===== src/rtl/tff_pkg.sv =====
// Shared definitions for the toggle-cell modulo counter.
//   DIR_UP / DIR_DN : encodings of the up_dn direction input.
//   clamp_mod       : min(value, modulus-1), used to bound parallel loads.
package tff_pkg;

  localparam logic DIR_UP = 1'b1;
  localparam logic DIR_DN = 1'b0;

  function automatic int unsigned clamp_mod(input int unsigned value,
                                            input int unsigned modulus);
    return (value >= modulus) ? (modulus - 1) : value;
  endfunction

endpackage


===== src/rtl/tff_cell.sv =====
// Single-bit toggle flip-flop.
//   clk   : rising-edge clock
//   rst_n : synchronous active-low reset (q -> 0)
//   t     : toggle enable, q inverts on the edge when high
//   q     : registered bit
module tff_cell (
  input  logic clk,
  input  logic rst_n,
  input  logic t,
  output logic q
);

  logic r_q;

  always_ff @(posedge clk) begin
    if (!rst_n)  r_q <= 1'b0;
    else if (t)  r_q <= ~r_q;
  end

  assign q = r_q;

endmodule


===== src/rtl/tff_mod_counter.sv =====
// Modulo-MODULUS up/down counter built from WIDTH toggle cells.
//   clk, rst_n : clock and synchronous active-low reset
//   en         : count one step per clock while high
//   up_dn      : 1 = up, 0 = down
//   load       : parallel load strobe (beats en), value clamped to MODULUS-1
//   load_val   : value to load
//   q          : current count (registered, always < MODULUS)
//   tc         : terminal count for the current direction (combinational)
//   wrap       : registered one-cycle pulse on a modulo wrap
module tff_mod_counter
  import tff_pkg::*;
#(
  parameter int WIDTH   = 4,
  parameter int MODULUS = 10
) (
  input  logic             clk,
  input  logic             rst_n,
  input  logic             en,
  input  logic             up_dn,
  input  logic             load,
  input  logic [WIDTH-1:0] load_val,
  output logic [WIDTH-1:0] q,
  output logic             tc,
  output logic             wrap
);

  if (MODULUS < 2 || MODULUS > (2 ** WIDTH)) begin : g_bad_modulus
    $error("tff_mod_counter: MODULUS out of range for WIDTH");
  end

  localparam logic [WIDTH-1:0] MAXV = WIDTH'(MODULUS - 1);

  logic [WIDTH-1:0] w_q;
  logic [WIDTH-1:0] w_next;
  logic [WIDTH-1:0] w_t;
  logic [WIDTH-1:0] w_load_clamped;
  logic             w_wrap_nxt;
  logic             r_wrap;

  assign w_load_clamped = WIDTH'(clamp_mod(32'(load_val), MODULUS));

  always_comb begin
    w_next     = w_q;
    w_wrap_nxt = 1'b0;
    if (load) begin
      w_next = w_load_clamped;
    end else if (en) begin
      if (up_dn == DIR_UP) begin
        if (w_q == MAXV) begin
          w_next     = '0;
          w_wrap_nxt = 1'b1;
        end else begin
          w_next = w_q + WIDTH'(1);
        end
      end else begin
        if (w_q == '0) begin
          w_next     = MAXV;
          w_wrap_nxt = 1'b1;
        end else begin
          w_next = w_q - WIDTH'(1);
        end
      end
    end
  end

  // Every state change, including loads, is expressed as a set of bit toggles.
  assign w_t = w_q ^ w_next;

  for (genvar gi = 0; gi < WIDTH; gi++) begin : g_cell
    tff_cell u_cell (
      .clk   (clk),
      .rst_n (rst_n),
      .t     (w_t[gi]),
      .q     (w_q[gi])
    );
  end

  always_ff @(posedge clk) begin
    if (!rst_n) r_wrap <= 1'b0;
    else        r_wrap <= w_wrap_nxt;
  end

  assign q    = w_q;
  assign tc   = (up_dn == DIR_UP) ? (w_q == MAXV) : (w_q == '0);
  assign wrap = r_wrap;

endmodule


===== config.mk =====
export PLATFORM = sky130hd
export DESIGN_NAME = tff_mod_counter
export DESIGN_NICKNAME = d
export VERILOG_FILES = /design/src/rtl/tff_pkg.sv /design/src/rtl/tff_cell.sv /design/src/rtl/tff_mod_counter.sv
export SDC_FILE = /design/constraint.sdc
export NUM_CORES = 1
export LEC_CHECK = 0
export BUFFER_PORTS_ARGS = -buffer_cell sky130_fd_sc_hd__buf_2
export CORE_AREA = 2 2 39 41
export DETAILED_ROUTE_END_ITERATION = 6
export DIE_AREA = 0 0 41 43
export GPL_ROUTABILITY_DRIVEN = 0
export GPL_TIMING_DRIVEN = 0
export PLACE_DENSITY = 0.62
export SLEW_MARGIN = 30
export SYNTH_ARGS = -nofsm -noshare
export SYNTH_HDL_FRONTEND = slang
export SYNTH_SLANG_ARGS = --single-unit

===== constraint.sdc =====
create_clock -name clk -period 1.5 [get_ports clk]
set_input_delay 0.3 -clock clk [delete_from_list [all_inputs] [get_ports clk]]
set_output_delay 0.3 -clock clk [all_outputs]
set_load 0.03 [all_outputs]

==> flow_summary.toml, run 1 <==
[yosys]
synth_area_leader_cell = "dfxtp_1"
synth.avg_cell_area_um2 = 7.74
yosys-top-cells-count = "dfxtp_1, nand2_1, o21ai_0"
synthArstFlopShare_pct = 0
ys_dominant_reg_cell = "dfxtp_1"
synthAdderAreaFrac_pct = 0
synth_cell_types = 28
synth_fp_nets = 63
synth_enable_flop_cells = 0
synth.area.mux_share_pct = 0
yosys.area.top_type_share_pct = 24.0
ys_top_cells_by_area = "dfxtp_1, buf_4, o21ai_0, buf_6, a31oi_1"
ys_ff_latch = 5
synth_compound_area_share_pct = 25.1
synth_area_um2 = 418
synth_warnings = 0
synth_cells = 54
synthXorXnorAreaFrac_pct = 4.19
synth_top_family_by_area = "simple AND/OR/NAND/NOR gates"
seq_area_frac_synth_pct = 24.0
synth-simple-area-share_pct = 30.2

[timing]
fmax_ghz = 0.635
slew_headroom_pct = 73.4
setup_viol = 1
hold_viol_final = 0
timing.final.crit_share_pct = 105
rsz0062_at_grt = "yes"
fin_crit_ns = 1.57
whs_ns = 0.309
skew_ns = 0.00193
drv_slew = 0
setup_slack_ns = -0.0745
worstMarginPinSlew_ns = 0.398

[power_and_ir_drop]
p_leak_uw = 0.000257
cellPowerDensity_mw_per_mm2 = 851
peakVddDrop_uv = 405

[grt]
grtUsageTotal_pct = 12.9
antenna_found_initial = 0
grt_pass1_wl_mm = 1.54
grt_start_max_net_pins = 11
grt_pass1_vias = 339
gr-total-overflow = 0

[layout]
nets = 83
final_area_um2 = 573
layout-drive-gt1-share_pct = 42.5
antenna_cells = 0
area_growth_syn_to_layout_pct = 37.1

[clock_tree]
cts_hold_buf = 0
clockBufferDepth = 2
cts-root-buf = "clkbuf_4"
clk_latency_ns = 0.25
cts_tree = "done"
cts_buffers = 3
clkSlewWorstSetupHoldPaths_ns = 0.05
htreeDepth = 1
cts_sinks = 5

[run_status]
violations = "negative setup slack"
status = "finished with violations"

[floorplanning]
dieArea_mm2 = 0.00176
pin_count = 15
start_util_pct = 30.2
core_mm2 = 0.00138
die_w_um = 41
rows = 14
die_y_um = 43

[place]
hpwlAfterDp_um = 630
port_buffers = 12
placed_cell_area_um2 = 498

[worst_setup_path]
crit_required_ns = 1.20
crit_path_max_incr_delay_ns = 0.39
critPathCaptureType = "primary output"
critical-path-slowest-cell = "or3_4"
path_cells = "or3_4 -> a21boi_4 -> buf_6"
cp_max_fo = 2
critPathKind = "flop to primary output"
startpoint_type = "flop"
crit_arrival_ns = 1.27

[drt]
drc = 0
viasPerCell = 4.93
drt_iter0_markers = 8
ant_nets = 0
first_pass_iters = 6
wl_per_cell_um = 11.4
wirelength_mm = 1.01
via_count = 439

[hold_path]
hp-class = "primary input to flop"

[run]
max_cap_viol_count = 0
-- power by group --
group / internal, uW / switching, uW
Clock: 101 / 60.9
Sequential: 143 / 9.69
Combinational: 84.0 / 89.1
Total: 328 / 160
-- stage by stage --
| step | power [uW] | utilization [%] | setup WS (ns) | instances | setup TNS (ns) |
|---|---|---|---|---|---|
| 6_report | 488 | 41.4 | -0.0745 | 89 | -0.0745 |
| 4_1_cts | 484 | 40.8 | -0.0683 | 89 | -0.0683 |
| 2_1_floorplan | 269 | - | 0.0718 | 54 | 0 |
| 3_5_place_dp | 305 | 36.0 | -0.0000409 | 82 | -0.0000409 |
| 5_1_grt | 516 | 41.4 | -0.106 | 89 | -0.106 |
| 3_3_place_gp | 304 | 36.0 | 0.0128 | 82 | 0 |
-- sequential cells by signal (all words and copies together), names as in the netlist --
name	flops
g_cell.u_cell.q	4
wrap	1
-- area by class of cell --
type | instances | area (um^2)
plain buffers | 7 | 50.0
clock buffers | 4 | 26.3
fillers | 140 | 811
inverters | 2 | 7.51
multi-input cells | 39 | 263
flip-flops and latches | 5 | 108
well taps | 16 | 20.0
repair buffers | 16 | 98.8
-- path summary, 6_finish.rpt --
path | from | endpoint | slack (ns) | cells after the start
min | load_val[0] | g_cell[0].u_cell.q | 0.31 | 2
max | g_cell[3].u_cell.q | tc | -0.07 | 3
max reg2reg | g_cell[0].u_cell.q | g_cell[3].u_cell.q | 0.15 | 6
min reg2reg | g_cell[3].u_cell.q | g_cell[3].u_cell.q | 0.67 | 3
-- logic make-up after synthesis --
kind of cell              after synthesis
AOI/OAI and AO/OA                      16
xor gates and xnor gates                2
and+or+nand+nor                        21
buffers and inverters                  10
DFF                                     5
-- what timing repair did --
item                       in CTS  in global routing
setup endpoints to repair       1                  3
gates resized for setup         7                  3
pin swaps                       1                  0
buffers inserted                4                  0
-- critical path: cells and delay by family, from the launching register on --
kind | cells | cell delay (ns)
flops | 1 | 0.34
buf+inv | 1 | 0.15
compound gates | 1 | 0.15
simple gates | 1 | 0.39
-- routing by layer --
| layer | vias up | wire [um] | part of all wire, % | GRT usage (%) |
|---|---|---|---|---|
| li1 | 229 | - | - | - |
| met1 | 197 | 456 | 45 | 17.2 |
| met2 | 13 | 494 | 49 | 18.8 |
| met3 | 0 | 62 | 6.1 | 6.28 |
| met4 | 0 | 0 | 0 | 2.00 |
| met5 | - | 0 | 0 | 0 |
-- placed cells by master (no fill, tap or decap), drive strengths merged --
cell type	n
a21boi	1
a21oi	2
a31oi	3
a32oi	1
and3	1
and4	1
buf	22
clkbuf	5
dfxtp	5
inv	2
nand2	5
nand2b	2
nand3	1
nand3b	2
nand4	1
nand4b	1
nor2	2
nor2b	3
nor4	1
o21a	1
o21ai	5
o21bai	1
o22ai	1
o311a	1
or3	1
xnor2	2
No activity file was read; power rests on OpenSTA's default activity.
==> run 2: changes to the inputs <==
--- a/config.mk
+++ b/config.mk
@@ -5,13 +5,14 @@
 export SDC_FILE = /design/constraint.sdc
 export NUM_CORES = 1
 export LEC_CHECK = 0
+export ABC_AREA = 1
 export BUFFER_PORTS_ARGS = -buffer_cell sky130_fd_sc_hd__buf_2
 export CORE_AREA = 2 2 39 41
 export DETAILED_ROUTE_END_ITERATION = 6
 export DIE_AREA = 0 0 41 43
 export GPL_ROUTABILITY_DRIVEN = 0
 export GPL_TIMING_DRIVEN = 0
-export PLACE_DENSITY = 0.62
+export PLACE_DENSITY = 0.63
 export SLEW_MARGIN = 30
 export SYNTH_ARGS = -nofsm -noshare
 export SYNTH_HDL_FRONTEND = slang
==> flow_summary.toml, run 2 <==
[clock_tree]
cts_buffers = 3
cts_tree = "done"
clk_latency_ns = 0.24
htreeDepth = 1
cts-root-buf = "clkbuf_4"
cts_hold_buf = 0
clockBufferDepth = 2
clkSlewWorstSetupHoldPaths_ns = 0.04
cts_sinks = 5

[yosys]
synth_cells = 72
synth_area_leader_cell = "dfxtp_1"
synthArstFlopShare_pct = 0
synth_enable_flop_cells = 0
ys_dominant_reg_cell = "dfxtp_1"
ys_ff_latch = 5
synth_area_um2 = 428
yosys-top-cells-count = "nand2_1, inv_1, a21oi_1"
seq_area_frac_synth_pct = 23.4
yosys.area.top_type_share_pct = 23.4
ys_top_cells_by_area = "dfxtp_1, nand2_1, inv_1, a21oi_1, nand3_1"
synth.most_common_cell = "nand2_1"
synth_warnings = 0
synth_fp_nets = 81
synth.avg_cell_area_um2 = 5.94
synth_cell_types = 17

[hold_path]
hp-class = "primary input to flop"
holdCritStartpoint = "load_val[1]"

[layout]
largest_reg_flops = 4
layout-drive-gt1-share_pct = 45.7
nets = 104
final_cell_mix = "nand2_1, buf_2, inv_1"
antenna_cells = 0
area_growth_syn_to_layout_pct = 41.5
layout_commonest_cell = "nand2_1"

[worst_setup_path]
crit_required_ns = 1.20
cp_max_fo = 5
crit_arrival_ns = 1.18
critPathCaptureType = "primary output"
critical-path-slowest-cell = "dfxtp_4"
startpoint = "g_cell[3].u_cell.q"
startpoint_type = "flop"
crit_path_max_incr_delay_ns = 0.35
r2r-start = "g_cell[0].u_cell.q"
critPathKind = "flop to primary output"
path_cells = "inv_1 -> nor2_4 -> a21oi_2 -> nor2_1 -> buf_4"

[power_and_ir_drop]
p_leak_uw = 0.000325
finalPower_uw = 486
peakVddDrop_uv = 369
cellPowerDensity_mw_per_mm2 = 803

[grt]
grt_pass1_wl_mm = 1.37
grt_pass1_vias = 370
grt_start_max_net_pins = 7
grtUsageTotal_pct = 11.6
antenna_found_initial = 0
gr-total-overflow = 0

[timing]
rsz0062_at_grt = "yes"
setup_viol = 0
worstMarginPinSlew_ns = 0.200
slew_headroom_pct = 86.7
drv_slew = 0
timing.final.crit_share_pct = 98.8
fmax_ghz = 0.674
skew_ns = 0.00114
hold_viol_final = 0
setup_slack_ns = 0.0173
fin_crit_ns = 1.48

[floorplanning]
start_util_pct = 30.9
rows = 14
die_y_um = 43
dieArea_mm2 = 0.00176
die_w_um = 41
core_mm2 = 0.00138
pin_count = 15

[drt]
via_count = 477
viasPerCell = 4.34
wl_per_cell_um = 8.54
drt_iter0_markers = 6
first_pass_iters = 4
drc = 0
wirelength_um = 939
ant_nets = 0

[place]
hpwlAfterDp_um = 715
port_buffers = 14
pre_cts_slack_ns = 0.131

[run]
max_cap_viol_count = 0

[run_status]
status = "finished, final reports clean"
run 2: cell types whose count changed in the layout (fill, tap and decap cells not counted), sizes merged, moves of 2 or more:
| cell | previous run | this run |
|---|---|---|
| xnor2 | 2 | 0 |
| inv | 2 | 14 |
| nand2b | 2 | 0 |
| nor3 | 0 | 2 |
| nor2 | 2 | 8 |
| nand3 | 1 | 6 |
| nand2 | 5 | 18 |
| a31oi | 3 | 0 |
| a21oi | 2 | 9 |
| nand3b | 2 | 0 |
| nor2b | 3 | 0 |
run 2: logic make-up after synthesis:
family / synth area share (%)
simple gates: 38.6
buf+inv: 19.3
compound gates: 18.7
flops: 23.4
run 2: what timing repair did:
action | CTS | global route
gates resized for setup | 8 | 7
buffers inserted | 1 | 3
pin swaps | 2 | 4
cloned | 0 | 0
endpoints found under the setup margin | 1 | 1
run 2: critical path, delay by kind of cell, from the launching register on:
family	cells	cell delay (ns)
DFF	1	0.35
buffers and inverters	2	0.28
AOI/OAI and AO/OA	1	0.18
and+or+nand+nor	2	0.12
run 2: through the flow:
step                      area [um^2]  utilization, %  hold slack, ns  TNS [ns]  instances
final                             606            43.8           0.318         0        110
after global routing              606            43.8           0.326   -0.0355        110
after CTS                         568            41.0           0.316         0        107
after detailed placement          518            37.4           0.577         0        102
after global placement            518            37.4           0.579         0        102
after floorplan                   428               -           0.436         0         72
run 2: worst paths after layout:
check,slack (ns),depth (start not counted),end
worst max-delay path,0.02,5,tc
worst min-delay path,0.32,3,g_cell[1].u_cell.q
worst max register to register,0.37,8,g_cell[1].u_cell.q
worst min register to register,0.59,2,g_cell[3].u_cell.q
run 2: area by class of cell:
class / instances / area (um^2)
buffer: 4 / 30.0
clock buffer: 4 / 26.3
fill: 153 / 778
inverter: 14 / 52.6
multi-input combinational: 49 / 262
sequential: 5 / 113
tap: 16 / 20.0
timing repair buffer: 18 / 103
run 2: per-layer routing:
layer / vias up / routed length (um) / global-route usage [%] / share of wire [%]
li1: 267 / - / - / -
met1: 197 / 394 / 14.8 / 42
met2: 11 / 492 / 16.3 / 52
met3: 2 / 36 / 1.57 / 3.8
met4: 0 / 15 / 10.0 / 1.6
met5: - / 0 / 0 / 0
run 2: where the power goes:
group | internal [uW] | switching, uW | total, uW
registers | 143 | 15.7 | 158
clock network | 100 | 53.0 | 153
logic | 75.0 | 99.3 | 174
